File: src/rtl/step_sched_pkg.sv
// Shared types and helpers for the XY step scheduler (axis FSM states, direction encoding).
// Purely declarative: no timing and no backpressure.
package step_sched_pkg;

  typedef enum logic [1:0] {
    IDLE  = 2'd0,
    SETUP = 2'd1,
    PULSE = 2'd2,
    WAIT  = 2'd3
  } axis_state_t;

  localparam logic DIR_POS = 1'b1;
  localparam logic DIR_NEG = 1'b0;

  localparam int CNT_W = 32;

  // Step period actually used: the programmed speed, never shorter than the driver minimum.
  function automatic logic [CNT_W-1:0] eff_period(input logic [CNT_W-1:0] speed,
                                                  input logic [CNT_W-1:0] min_period);
    return (speed < min_period) ? min_period : speed;
  endfunction

endpackage

File: src/rtl/axis_stepper.sv
// One stepper axis: dir/step FSM, period timer, signed position counter; step rises the cycle after speed is seen
// (DIR_SETUP cycles later on a reversal). No backpressure. SOFT_LIMIT_EN adds position bounds and lim_hit_o.
module axis_stepper
  import step_sched_pkg::*;
#(
  parameter int                      POS_W      = 32,
  parameter int                      PULSE_W    = 100,
  parameter int                      DIR_SETUP  = 50,
  parameter int                      MIN_PERIOD = 1000,
  parameter logic signed [POS_W-1:0] LIM_MIN    = -32'sd100000,
  parameter logic signed [POS_W-1:0] LIM_MAX    = 32'sd100000
) (
  input  logic                    clk_i,
  input  logic                    rst_ni,
  input  logic [CNT_W-1:0]        speed_i,
  input  logic                    dir_i,
  input  logic                    zero_i,
  output logic                    step_o,
  output logic                    dir_o,
  output logic signed [POS_W-1:0] pos_o,
  output logic                    busy_o,
  output logic                    lim_hit_o
);

  localparam logic [CNT_W-1:0] PW_M1   = CNT_W'(PULSE_W - 1);
  localparam logic [CNT_W-1:0] DS_M1   = CNT_W'(DIR_SETUP - 1);
  localparam logic [CNT_W-1:0] MINP    = CNT_W'(MIN_PERIOD);
  localparam logic [POS_W-1:0] POS_ONE = {{(POS_W-1){1'b0}}, 1'b1};

  if (PULSE_W < 1 || DIR_SETUP < 1 || MIN_PERIOD < PULSE_W + DIR_SETUP + 1) begin : g_bad_timing
    $error("axis_stepper: timing parameters out of range");
  end
  if (LIM_MIN > LIM_MAX) begin : g_bad_limits
    $error("axis_stepper: LIM_MIN above LIM_MAX");
  end

  axis_state_t             state_q, state_d;
  logic [CNT_W-1:0]        el_q, el_d;
  logic [CNT_W-1:0]        period_q, period_d;
  logic                    dir_q, dir_d;
  logic signed [POS_W-1:0] pos_q, pos_d;
  logic signed [POS_W-1:0] pos_step;
  logic                    rise;
  logic                    resample;
  logic                    allow;

  // el_q counts cycles since entering the current SETUP or step period.
  always_comb begin
    state_d  = state_q;
    el_d     = el_q + 32'd1;
    period_d = period_q;
    dir_d    = dir_q;
    rise     = 1'b0;
    resample = 1'b0;
    case (state_q)
      IDLE: begin
        el_d     = '0;
        resample = (speed_i != '0);
      end
      SETUP: rise = (el_q == DS_M1);
      PULSE: if (el_q == PW_M1) state_d = WAIT;
      WAIT: begin
        if (el_q == period_q - 32'd1) begin
          if (speed_i == '0) state_d = IDLE;
          else               resample = 1'b1;
        end
      end
      default: state_d = IDLE;
    endcase
    if (resample) begin
      if (dir_i != dir_q) begin
        state_d = SETUP;
        dir_d   = dir_i;
        el_d    = '0;
      end else begin
        rise = 1'b1;
      end
    end
    if (rise) begin
      state_d  = PULSE;
      el_d     = '0;
      period_d = eff_period(speed_i, MINP);
    end
  end

  assign pos_step = (dir_q == DIR_POS) ? (pos_q + POS_ONE) : (pos_q - POS_ONE);

  always_comb begin
    pos_d = pos_q;
    if (zero_i)              pos_d = '0;
    else if (rise && allow)  pos_d = pos_step;
  end

  always_ff @(posedge clk_i or negedge rst_ni) begin
    if (!rst_ni) begin
      state_q  <= IDLE;
      el_q     <= '0;
      period_q <= '0;
      dir_q    <= DIR_NEG;
      pos_q    <= '0;
    end else begin
      state_q  <= state_d;
      el_q     <= el_d;
      period_q <= period_d;
      dir_q    <= dir_d;
      pos_q    <= pos_d;
    end
  end

`ifdef SOFT_LIMIT_EN
  // A suppressed step still runs its full period; only the pin and the count are withheld.
  logic supp_q, supp_d;
  logic lim_q, lim_d;

  assign allow = (pos_step >= LIM_MIN) && (pos_step <= LIM_MAX);

  always_comb begin
    supp_d = supp_q;
    lim_d  = lim_q;
    if (rise) begin
      supp_d = !allow;
      lim_d  = !allow;
    end
    if (zero_i) lim_d = 1'b0;
  end

  always_ff @(posedge clk_i or negedge rst_ni) begin
    if (!rst_ni) begin
      supp_q <= 1'b0;
      lim_q  <= 1'b0;
    end else begin
      supp_q <= supp_d;
      lim_q  <= lim_d;
    end
  end

  assign step_o    = (state_q == PULSE) && !supp_q;
  assign lim_hit_o = lim_q;
`else
  assign allow     = 1'b1;
  assign step_o    = (state_q == PULSE);
  assign lim_hit_o = 1'b0;
`endif

  assign dir_o  = dir_q;
  assign pos_o  = pos_q;
  assign busy_o = (state_q != IDLE);

endmodule

File: src/rtl/xy_step_scheduler.sv
// Two independent step/dir generators driven by the speed/direction registers, with X/Y position feedback.
// Step rises the cycle after speed is seen; no backpressure. Define SOFT_LIMIT_EN for soft position limits.
module xy_step_scheduler
  import step_sched_pkg::*;
#(
  parameter int                      POS_W      = 32,
  parameter int                      PULSE_W    = 100,
  parameter int                      DIR_SETUP  = 50,
  parameter int                      MIN_PERIOD = 1000,
  parameter logic signed [POS_W-1:0] LIM_MIN    = -32'sd100000,
  parameter logic signed [POS_W-1:0] LIM_MAX    = 32'sd100000
) (
  input  logic                    clock,
  input  logic                    ctrl_reset,
  input  logic [CNT_W-1:0]        xSpeed,
  input  logic [CNT_W-1:0]        xDirection,
  input  logic [CNT_W-1:0]        ySpeed,
  input  logic [CNT_W-1:0]        yDirection,
  input  logic                    btn_CENTER,
  output logic                    step_x,
  output logic                    dir_x,
  output logic                    step_y,
  output logic                    dir_y,
  output logic signed [POS_W-1:0] currentX,
  output logic signed [POS_W-1:0] currentY,
  output logic                    busy,
  output logic [1:0]              lim_hit
);

  logic busy_x, busy_y;
  logic lim_x, lim_y;
  logic unused_dir_bits;

  // Only bit 0 of the direction registers carries meaning.
  assign unused_dir_bits = ^{xDirection[CNT_W-1:1], yDirection[CNT_W-1:1]};

  axis_stepper #(
    .POS_W(POS_W), .PULSE_W(PULSE_W), .DIR_SETUP(DIR_SETUP),
    .MIN_PERIOD(MIN_PERIOD), .LIM_MIN(LIM_MIN), .LIM_MAX(LIM_MAX)
  ) u_axis_x (
    .clk_i(clock), .rst_ni(ctrl_reset), .speed_i(xSpeed), .dir_i(xDirection[0]),
    .zero_i(btn_CENTER), .step_o(step_x), .dir_o(dir_x), .pos_o(currentX),
    .busy_o(busy_x), .lim_hit_o(lim_x)
  );

  axis_stepper #(
    .POS_W(POS_W), .PULSE_W(PULSE_W), .DIR_SETUP(DIR_SETUP),
    .MIN_PERIOD(MIN_PERIOD), .LIM_MIN(LIM_MIN), .LIM_MAX(LIM_MAX)
  ) u_axis_y (
    .clk_i(clock), .rst_ni(ctrl_reset), .speed_i(ySpeed), .dir_i(yDirection[0]),
    .zero_i(btn_CENTER), .step_o(step_y), .dir_o(dir_y), .pos_o(currentY),
    .busy_o(busy_y), .lim_hit_o(lim_y)
  );

  assign busy    = busy_x | busy_y;
  assign lim_hit = {lim_y, lim_x};

endmodule

File: config.mk
export PLATFORM = sky130hd
export DESIGN_NAME = xy_step_scheduler
export DESIGN_NICKNAME = d
export VERILOG_FILES = /design/src/rtl/step_sched_pkg.sv /design/src/rtl/axis_stepper.sv /design/src/rtl/xy_step_scheduler.sv
export SDC_FILE = /design/constraint.sdc
export NUM_CORES = 1
export LEC_CHECK = 0
export CAP_MARGIN = 10
export CELL_PAD_IN_SITES_DETAIL_PLACEMENT = 0
export CELL_PAD_IN_SITES_GLOBAL_PLACEMENT = 1
export CORE_MARGIN = 2
export CORE_UTILIZATION = 30
export CTS_CLUSTER_SIZE = 14
export DETAILED_ROUTE_END_ITERATION = 8
export PLACE_DENSITY_LB_ADDON = 0.1
export RECOVER_POWER = 25
export SKIP_CTS_REPAIR_TIMING = 1
export SLEW_MARGIN = 15
export SYNTH_ARGS = -nofsm -noshare
export SYNTH_HDL_FRONTEND = slang
export SYNTH_SLANG_ARGS = --single-unit
File: constraint.sdc
create_clock -name clock -period 10.9 [get_ports clock]
set_clock_uncertainty 0.05 [all_clocks]
set_input_delay 2.18 -clock clock [delete_from_list [all_inputs] [get_ports clock]]
set_output_delay 2.18 -clock clock [all_outputs]
set_load 0.05 [all_outputs]
# Word level (Yosys, flattened, before mapping)
# Cells that the tools add are included.
[classes]
reduce_logical = 12
n_mux = 42
multipliers = 0
addsub = 8
magnitude_cmp = 2
n_eq_ne = 14
shift = 0
n_div = 0
bitwise_logic = 1
[op_table]
columns = ["op", "count"]
rows = [
  ["two-way mux 32 bit", 16],
  ["adder 32 x 1 -> 32 bit (second input constant)", 4],
  ["subtractor 32 x 1 -> 32 bit (second input constant)", 4],
  ["equality test 32 bit", 2],
  ["equality test 32 x 6 -> 1 bit (second input constant)", 2],
  ["equality test 32 x 7 -> 1 bit (second input constant)", 2],
  ["logical NOT 32 bit", 2],
  ["less-than comparator 32 x 10 -> 1 bit (second input constant)", 2],
  ["nonzero test 32 bit", 2],
  ["two-way mux 2 bit", 12],
  ["two-way mux 1 bit", 10],
  ["equality test 2 bit (second input constant)", 4],
  ["one-hot mux 2 bit (2 select lines)", 2],
  ["nonzero test 2 bit", 4],
  ["equality test 2 x 1 -> 1 bit (second input constant)", 2],
  ["logical NOT 2 bit", 2],
  ["one-hot mux 1 bit (2 select lines)", 2],
  ["AND reduction 2 bit", 2],
  ["inequality test 1 bit", 2],
  ["bitwise OR 1 bit", 1],
]
[totals]
ff_bits = 198
output_inout_bits = 71
wordCells = 89
rom_bits = 0
memories = 0
latch_bits = 0
ram_bits = 0

# Longest topological paths before layout
# Gate-level depths: netlist of the first run.
[logic_depth]
word_depth = 7
depth_mapped = 16
depth_no_buf = 13

# Modules after synthesis
# A second synthesis of the first run with hierarchy kept.
[unflattened]
hier_cells = 1683
area_unflattened_um2 = 14816.7
[modules_own_cells]
columns = ["module", "instances", "area_each_um2", "cells_each"]
rows = [
  ["axis_stepper (u_axis_x)", 1, 7419.6, 842],
  ["axis_stepper (u_axis_y)", 1, 7375.8, 838],
  ["xy_step_scheduler", 1, 21.3, 3],
]

# Worst setup path before layout of the first run
# No wires, ideal clock.
[synth_path]
path_type = "input-to-reg"
from = "input port xSpeed[26]"
to = "register u_axis_x.pos_q[24] (netlist: u_axis_x.pos_o[24])"
n_path_buf = 1
arrival_ns = 4.815
cell_stages = 9
path_slack_ns = 5.903
required_ns = 10.718
cell_sequence = "or4_1 > nor4_1 > and3_1 > nor2_1 > a31o_2 > a41oi_2 > clkbuf_1 > mux2i_1 > nor2_1"
[synth_between]
elab_chain_len = 6
word_cells_on_any_way = 7
cone_classes = "mux: 4; reduce/logical: 3"
[synth_lines]
columns = ["item", "line_no", "source"]
rows = [
  ["start: declaration", "xy_step_scheduler.sv:15", "input logic [CNT_W-1:0] xSpeed,"],
  ["logical NOT 32 bit", "axis_stepper.sv:64", "if (speed_i == '0) state_d = IDLE;"],
  ["two-way mux 1 bit", "axis_stepper.sv:64", ""],
  ["two-way mux 1 bit", "axis_stepper.sv:63", "if (el_q == period_q - 32'd1) begin"],
  ["one-hot mux 1 bit (2 select lines) *", "axis_stepper.sv:55", "case (state_q)"],
  ["two-way mux 1 bit *", "axis_stepper.sv:70", "if (resample) begin"],
  ["nonzero test 2 bit (no source line) *", "n/a", ""],
  ["end signal: assignment", "axis_stepper.sv:106", "pos_q <= pos_d;"],
  ["end: declaration", "axis_stepper.sv:41", "logic signed [POS_W-1:0] pos_q, pos_d;"],
]
# Mark *: on every way between the ends. The rest lies on a longest branch, timed or not.
# A chain may end at the register's enable or synchronous reset.

==> flow_summary.json, run 1 <==
{
  "relSlewSlack_pct": -235,
  "dp_hpwl_mm": 29.1,
  "grt_max_degree": 87,
  "antenna_cells": 0,
  "fin_crit_sh_pct": 58.8,
  "worst_path_max_delay_cell": "clkbuf_1",
  "fin_ws_ns": 4.49,
  "overflow": 0,
  "ant_nets": 0,
  "synthCells": 1576,
  "synthMuxAreaShare_pct": 6.36,
  "crit_buf_inv": 2,
  "synth_fa_ha_area_share_pct": 6.92,
  "synth_top_area_cell": "dfrtp_1",
  "slowest_delay_ns": 3.45,
  "syn_to_final_growth_pct": 17.9,
  "ys_ff_latch": 198,
  "die_height_um": 220,
  "rows": 79,
  "hold_class": "reg -> reg",
  "drt_wl_total_mm": 39.8,
  "slew_violations": 87,
  "outcome": "finished with violations",
  "drive_gt1_share_pct": 5.16,
  "synth-edff-count": 0,
  "leakagePower_nw": 6.88,
  "clk_latency_ns": 0.50,
  "grtUsageTotal_pct": 17.2,
  "finalSetupViolations": 0,
  "h-tree-depth": 4,
  "hold_viol_final": 0,
  "rsz0062_at_grt": "false",
  "synthXorXnorAreaFrac_pct": 12.9,
  "synthTopCellsByArea": "dfrtp_1 35%, xnor2_1 7.2%, ha_1 6.6%",
  "path_cells": "clkbuf_1 -> buf_4",
  "fin_cells": 2294,
  "core_um2": 46300,
  "yosysMostFrequentCell": "nor2_1",
  "place_congestion": 0.794,
  "cts_root_buffer": "clkbuf_16",
  "netlist.area_leader.share_pct": 35.5,
  "synth_simple_gate_area_share_pct": 22.1,
  "vias": 11591,
  "dominantRegCellSynth": "dfrtp_1",
  "syn_area_um2": 14000,
  "finalNetCount": 1882,
  "dp_worst_setup_slack_ns": 4.10,
  "p_per_area_nw_per_um2": 101,
  "antenna_found_initial": 1,
  "die_w_um": 220,
  "yosysWarnings": 0,
  "critPathLaunchType": "input pin",
  "dp.cells": 2263,
  "grt_pass1_vias": 11657,
  "avgSynthCellArea_um2": 8.86,
  "clockBufferDepth": 2,
  "grt_pass1_wl_mm": 64.3,
  "fillers": 4812,
  "cp_data_required_time_ns": 11.37,
  "detail_route.wl_per_cell_um": 17.3,
  "initial_core_util_pct": 30.2,
  "routed_via_density": 5.05,
  "die_area_um2": 48300,
  "io_buffers": 137,
  "yosysSeqAreaShare_pct": 35.5,
  "fin_crit_ns": 6.41,
  "cts_tree": "done",
  "cap_violations": 1,
  "fin_tns_setup_ns": 0,
  "synth_top_cells_by_count": "234 x nor2_1, 198 x dfrtp_1, 115 x xnor2_1",
  "synth_cell_types": 74,
  "crit_family": "buffers and inverters",
  "first_pass_iters": 5,
  "ioPinCount": 202,
  "async_flop_share_pct": 100,
  "fmax_ghz": 0.156,
  "drc": 0,
  "critPathArrivalTime_ns": 6.88,
  "clkSlewWorstSetupHoldPaths_ns": 0.07,
  "power_mw": 1.67,
  "cp_max_fo": 86,
  "cts_inserted_buffers": 17,
  "failed_checks": "capacitance limit, slew limit",
  "synth-compound-area-share_pct": 12.7,
  "vdd_ir_drop_max_uv": 101,
  "drtIter0Drc": 595,
  "synth_top_family_by_area": "simple AND/OR/NAND/NOR gates",
  "path_class": "in -> async",
  "crit_path_end_kind": "async pin",
  "cts.sinks": 198,
  "tightest_slew_ns": 5.02
}
flip-flops by register name, summed over array words and instances (netlist names):
| name | flops |
|---|---|
| u_axis_x.state_q | 2 |
| u_axis_y.state_q | 2 |
| u_axis_x.period_q | 32 |
| u_axis_y.pos_o | 32 |
| u_axis_x.dir_o | 1 |
| u_axis_y.period_q | 32 |
| u_axis_x.pos_o | 32 |
| u_axis_y.el_q | 32 |
| u_axis_y.dir_o | 1 |
| u_axis_x.el_q | 32 |
cells in the final DEF (no fill, tap or decap), types with 7 or more instances in the layout:
| cell | n |
|---|---|
| xnor2_1 | 115 |
| nor2_1 | 234 |
| nand4_1 | 34 |
| mux2_1 | 22 |
| a31oi_1 | 14 |
| o21ai_0 | 45 |
| dfrtp_1 | 198 |
| xor2_1 | 91 |
| o31ai_1 | 7 |
| mux2_2 | 24 |
| o21bai_1 | 10 |
| clkbuf_16 | 17 |
| nand3b_1 | 13 |
| or3_1 | 19 |
| nand2_1 | 79 |
| a211oi_1 | 18 |
| or4_1 | 18 |
| nor4_1 | 43 |
| a21o_1 | 28 |
| nand3_1 | 53 |
| nand2b_1 | 11 |
| or2_2 | 7 |
| nor3_1 | 44 |
| nor2b_1 | 15 |
| inv_1 | 48 |
| and3_1 | 20 |
| o211ai_1 | 9 |
| buf_4 | 13 |
| ha_1 | 74 |
| o21ai_1 | 8 |
| clkdlybuf4s50_1 | 135 |
| a21oi_1 | 83 |
| mux2i_1 | 37 |
final cells by class:
class	instances	area [µm²]	area share, %
Multi-Input combinational cell	1260	8530	51.8
Timing Repair Buffer	150	1460	8.85
Inverter	48	180	1.09
Clock buffer	22	484	2.94
Tap cell	607	759	4.61
Sequential cell	198	4950	30.1
Clock inverter	9	93.8	0.570
cells by family after synthesis:
| kind of cell | after synthesis |
|---|---|
| and+or+nand+nor | 619 |
| AOI/OAI and AO/OA | 274 |
| xor gates and xnor gates | 206 |
| buffers and inverters | 119 |
| adders and majority gates | 76 |
| DFF | 198 |
| other | 1 |
| muxes | 83 |
worst paths after layout:
path / slack, ns / cells after the start / end / start
worst max-delay path: 4.49 / 2 / u_axis_y.pos_o[15] / ctrl_reset
worst min-delay path: 0.50 / 2 / u_axis_x.pos_o[23] / u_axis_x.pos_o[23]
worst max register to register: 5.61 / 11 / u_axis_x.pos_o[31] / u_axis_x.period_q[5]
worst min register to register: 0.50 / 2 / u_axis_x.pos_o[23] / u_axis_x.pos_o[23]
max in group clock: 4.74 / 12 / u_axis_x.pos_o[4] / xSpeed[26]
min in group asynchronous: 3.46 / 1 / u_axis_x.period_q[10] / ctrl_reset
routing by layer:
layer / GRT usage [%] / up-vias / wire (µm) / share of wire [%]
li1: - / 5810 / - / -
met1: 23.7 / 5596 / 19800 / 50
met2: 26.8 / 148 / 17900 / 45
met3: 4.03 / 35 / 1600 / 4.0
met4: 4.90 / 2 / 542 / 1.4
met5: 0 / - / 10 / 0.025
per-stage QoR:
stage,area (µm²),utilization (%),hold WS (ns)
finish,16500,35.6,0.500
detailed placement,15900,34.4,0.485
global placement,15900,34.4,0.480
global route,16500,35.6,0.533
floorplan,14000,-,0.436
CTS,16500,35.6,0.503
report_power, final:
part / switching (mW) / leakage (nW) / internal (mW)
Combinational: 0.150 / 3.96 / 0.100
Sequential: 0.0137 / 2.65 / 0.748
Clock: 0.316 / 0.279 / 0.340
No activity file was read; power rests on OpenSTA's default activity.
==> run 2, diff against run 1 <==
- clock period: 10.9 -> 6.2 ns (I/O delays scaled with it)
==> run 2 against run 1 <==
Compared with the run above: the flow still finishes with violations (capacitance limit, slew limit); worst hold slack worse by 0.015 ns; global-route usage down 0.13 points; utilization up 0.21 points; sequential power up 76%; non-clock buffer count unchanged; clock power up 95%; final cell count about the same; final area up 0.58%; sequential cell count unchanged; critical endpoint is now u_axis_x.el_q[28].
==> flow_summary.json, run 2 (synthesis results as in run 1) <==
{
  "clkSlewWorstSetupHoldPaths_ns": 0.08,
  "cts_inserted_buffers": 17,
  "syn_to_final_growth_pct": 18.6,
  "tightest_slew_ns": 2.89,
  "clockBufferDepth": 2,
  "cts_root_buffer": "clkbuf_16",
  "crit_path_end_kind": "flop",
  "cp_max_fo": 32,
  "vdd_ir_drop_max_uv": 157,
  "fillers": 4808,
  "die_height_um": 220,
  "grt_max_degree": 107,
  "detail_route.wl_per_cell_um": 17.2,
  "cts.sinks": 198,
  "multi_input_area_um2": 8530,
  "leakagePower_nw": 6.92,
  "relSlewSlack_pct": -92.8,
  "final_cell_mix": "234 x nor2_1, 198 x dfrtp_1, 135 x clkdlybuf4s50_1",
  "critPathArrivalTime_ns": 5.01,
  "drive_gt1_share_pct": 5.15,
  "fin_crit_ns": 4.70,
  "h-tree-depth": 4,
  "dp_worst_setup_slack_ns": 1.42,
  "dp.cells": 2263,
  "finalSetupViolations": 0,
  "dpl-instance-area_um2": 15900,
  "grt_pass1_vias": 11655,
  "p_per_area_nw_per_um2": 186,
  "first_pass_iters": 5,
  "grt_pass1_wl_mm": 64.2,
  "die_w_um": 220,
  "rows": 79,
  "grtUsageTotal_pct": 17.0,
  "core_um2": 46300,
  "fin_tns_setup_ns": 0,
  "rsz0062_at_grt": "false",
  "fin_cells": 2296,
  "path_class": "reg -> reg",
  "clk_latency_ns": 0.49,
  "register_area_um2": 4950,
  "place_congestion": 0.782,
  "cts_tree": "done",
  "finalNetCount": 1882,
  "dp_hpwl_mm": 29.1,
  "hold_viol_final": 0,
  "fin_ws_ns": 1.50,
  "hold_class": "reg -> reg",
  "cp_data_required_time_ns": 6.52,
  "io_buffers": 137,
  "ant_nets": 0,
  "cap_violations": 1,
  "slew_violations": 107,
  "drtIter0Drc": 586,
  "failed_checks": "capacitance limit, slew limit",
  "overflow": 0,
  "die_area_um2": 48300,
  "drt_wl_total_mm": 39.5,
  "drc": 0,
  "routed_via_density": 5.03,
  "initial_core_util_pct": 30.2,
  "critPathLaunchType": "flop",
  "fmax_ghz": 0.213,
  "vias": 11543,
  "ioPinCount": 202,
  "outcome": "finished with violations",
  "final_common_cell": "nor2_1",
  "fin_crit_sh_pct": 75.8,
  "antenna_found_initial": 2,
  "fin_area_um2": 16600
}
[run 2: path summary, 6_finish.rpt]
path	end	slack [ns]	depth (start not counted)	startpoint
setup / recovery	u_axis_x.el_q[28]	1.50	12	u_axis_x.period_q[5]
hold / removal	u_axis_x.period_q[8]	0.48	2	u_axis_x.period_q[8]
setup reg to reg	u_axis_x.el_q[28]	1.50	12	u_axis_x.period_q[5]
hold reg to reg	u_axis_x.period_q[8]	0.48	2	u_axis_x.period_q[8]
max in group asynchronous	u_axis_y.el_q[13]	2.08	2	ctrl_reset
min in group asynchronous	u_axis_x.period_q[12]	1.62	1	ctrl_reset
[run 2: layout make-up]
| cell class | instances | area share, % |
|---|---|---|
| antenna | 1 | 0.0151 |
| multi-input combinational | 1260 | 51.5 |
| clock buffer | 20 | 2.70 |
| sequential | 198 | 29.9 |
| timing repair buffer | 150 | 8.95 |
| tap | 607 | 4.59 |
| inverter | 48 | 1.09 |
| clock inverter | 12 | 1.22 |
[run 2: worst max-delay path, cell delays in order (launching register included)]
cell	delay (ns)
dfrtp_1	0.43
or4_1	0.72
or3_4	0.42
or4_1	0.59
a2111oi_2	0.39
a211oi_1	0.08
a2111o_1	0.44
nor4_4	0.38
a21oi_1	0.15
nor3_2	0.32
or3_1	0.16
buf_4	0.33
nor2_1	0.09
[run 2: report_power, final]
group	internal (mW)	switching (mW)	total, mW
Combinational	0.185	0.267	0.453
Sequential	1.32	0.0233	1.34
Clock	0.726	0.557	1.28
[run 2: per-stage QoR]
stage / power, mW / util, % / hold slack, ns
6_report: 3.07 / 35.8 / 0.485
5_1_grt: 3.24 / 35.8 / 0.503
4_1_cts: 3.15 / 35.8 / 0.493
3_5_place_dp: 1.83 / 34.4 / 0.476
3_3_place_gp: 1.82 / 34.4 / 0.463
2_1_floorplan: 1.67 / - / 0.436
[run 2: metal layers]
metal / up-vias / wire, µm / track usage [%]
li1: 5817 / - / -
met1: 5561 / 19700 / 23.0
met3: 26 / 1450 / 4.09
met2: 137 / 17800 / 27.0
met5: - / 13 / 0
met4: 2 / 520 / 4.97
==> run 3, diff against run 2 <==
- clock period: 6.2 -> 4.5 ns (I/O delays scaled with it)
==> run 3 against run 2 <==
Compared with the run above: the flow still finishes with violations (capacitance limit, slew limit); critical endpoint is now u_axis_x.pos_o[31]; largest power group unchanged; maximum frequency grew 11%; via count grew 1.4%; final cell count grew 2.0%.
==> flow_summary.json, run 3 (synthesis results as in run 1) <==
{
  "outcome": "finished with violations",
  "failed_checks": "capacitance limit, slew limit",
  "vias": 11702,
  "top_usage_layer": "met2",
  "r2r-end": "u_axis_x.pos_o[31]",
  "tightest_slew_ns": 2.38,
  "clockBufferDepth": 2,
  "met3_usage_pct": 3.63,
  "slew_violations": 147,
  "dp_hpwl_mm": 30.2,
  "drtIter0Drc": 655,
  "drc": 0,
  "postLayoutCoreUtil_pct": 36.7,
  "hold_viol_final": 0,
  "place_congestion": 0.795,
  "routed_via_density": 5.00,
  "cts_inserted_buffers": 17,
  "initial_core_util_pct": 30.2,
  "path_cells": "or4_4 -> or3_4 -> or4_1 -> a2111oi_2 -> a211oi_1 -> a2111o_1 -> nor4_4 -> buf_4 -> a41oi_4 -> buf_4 -> buf_12 -> or3_1 -> a21oi_1",
  "antenna_found_initial": 1,
  "hold-path-cell-count": 1,
  "critPathArrivalTime_ns": 4.60,
  "power_mw": 4.24,
  "critPathLaunchType": "flop",
  "dpl-instance-area_um2": 16300,
  "grtUsageTotal_pct": 17.4,
  "vdd_ir_drop_max_uv": 214,
  "overflow": 0,
  "grt_pass1_wl_mm": 65.2,
  "path_depth": 13,
  "fin_crit_ns": 4.24,
  "cp_max_fo": 23,
  "slowest_delay_ns": 0.59,
  "use_met2_pct": 27.0,
  "antenna_cells": 0,
  "die_w_um": 220,
  "first_pass_iters": 5,
  "fin_area_um2": 17000,
  "leakagePower_nw": 7.19,
  "cts.sinks": 198,
  "cp_common_cell": "buf_4",
  "rsz0062_at_grt": "false",
  "syn_to_final_growth_pct": 21.6,
  "io_buffers": 137,
  "path_class": "reg -> reg",
  "p_per_area_nw_per_um2": 250,
  "detail_route.wl_per_cell_um": 17.1,
  "grt_util_met1_pct": 24.3,
  "die_height_um": 220,
  "cp_data_required_time_ns": 4.86,
  "fmax_ghz": 0.236,
  "die_area_um2": 48300,
  "r2r_slack_ns": 0.26,
  "rows": 79,
  "finalSetupViolations": 0,
  "grt_max_degree": 88,
  "core_um2": 46300,
  "rr_startpoint": "u_axis_x.period_q[9]",
  "r2r_cells": 13,
  "cap_violations": 2,
  "cts_root_buffer": "clkbuf_16",
  "cts_tree": "done",
  "drt_wl_total_mm": 40.1,
  "ioPinCount": 202,
  "hold_start": "u_axis_y.period_q[31]",
  "worst_path_max_delay_cell": "or4_1",
  "worstHoldEndpoint": "u_axis_y.period_q[31]",
  "fin_tns_setup_ns": 0,
  "clkSlewWorstSetupHoldPaths_ns": 0.08,
  "clk_latency_ns": 0.50,
  "grt_pass1_vias": 11805,
  "drive_gt1_share_pct": 8.07,
  "fillers": 4826,
  "fin_ws_ns": 0.260,
  "fin_crit_sh_pct": 94.2,
  "crit_buf_inv": 3,
  "dp_worst_setup_slack_ns": 0.147,
  "final_common_cell": "nor2_1",
  "h-tree-depth": 4,
  "crit_path_end_kind": "flop",
  "crit_family": "simple AND/OR/NAND/NOR gates",
  "finalNetCount": 1929,
  "final_cell_mix": "234 x nor2_1, 198 x dfrtp_1, 135 x clkdlybuf4s50_1",
  "relSlewSlack_pct": -58.7,
  "ant_nets": 0,
  "hold_class": "reg -> reg"
}
run 3: per-layer routing:
metal | vias to the layer above | part of all wire (%)
li1 | 5933 | -
met2 | 132 | 44
met5 | - | 0
met1 | 5609 | 52
met4 | 0 | 1.3
met3 | 28 | 3.0
run 3: power by group:
part / leakage (nW) / internal, mW / switching, mW / total (mW)
Sequential: 2.65 / 1.81 / 0.0291 / 1.84
Clock: 0.307 / 0.906 / 0.799 / 1.70
Combinational: 4.23 / 0.312 / 0.381 / 0.692
Total: 7.19 / 3.03 / 1.21 / 4.24
run 3: cell type report:
class	count	area (µm²)	share of cell area (%)
Tap cell	607	759	4.48
Sequential cell	198	4950	29.2
Inverter	48	180	1.06
Clock buffer	18	439	2.59
Timing Repair Buffer	197	1900	11.2
Multi-Input combinational cell	1260	8550	50.4
Clock inverter	14	185	1.09
run 3: how the worst max path moves through the flow:
stage / slack [ns] / start / endpoint
detailed placement: 0.15 / u_axis_x.period_q[9] / u_axis_x.pos_o[31]
finish: 0.26 / u_axis_x.period_q[9] / u_axis_x.pos_o[31]
floorplan: 0.23 / u_axis_x.dir_o / u_axis_x.pos_o[30]
global route: 0.01 / u_axis_x.dir_o / u_axis_x.pos_o[30]
global placement: 0.16 / u_axis_x.period_q[9] / u_axis_x.pos_o[31]
CTS: 0.1 / u_axis_x.period_q[9] / u_axis_x.pos_o[31]
run 3: through the flow:
step                instances  hold WS [ns]
finish                   2342         0.501
global route             2342         0.531
CTS                      2341         0.356
detailed placement       2309         0.483
global placement         2309         0.482
floorplan                1577         0.436
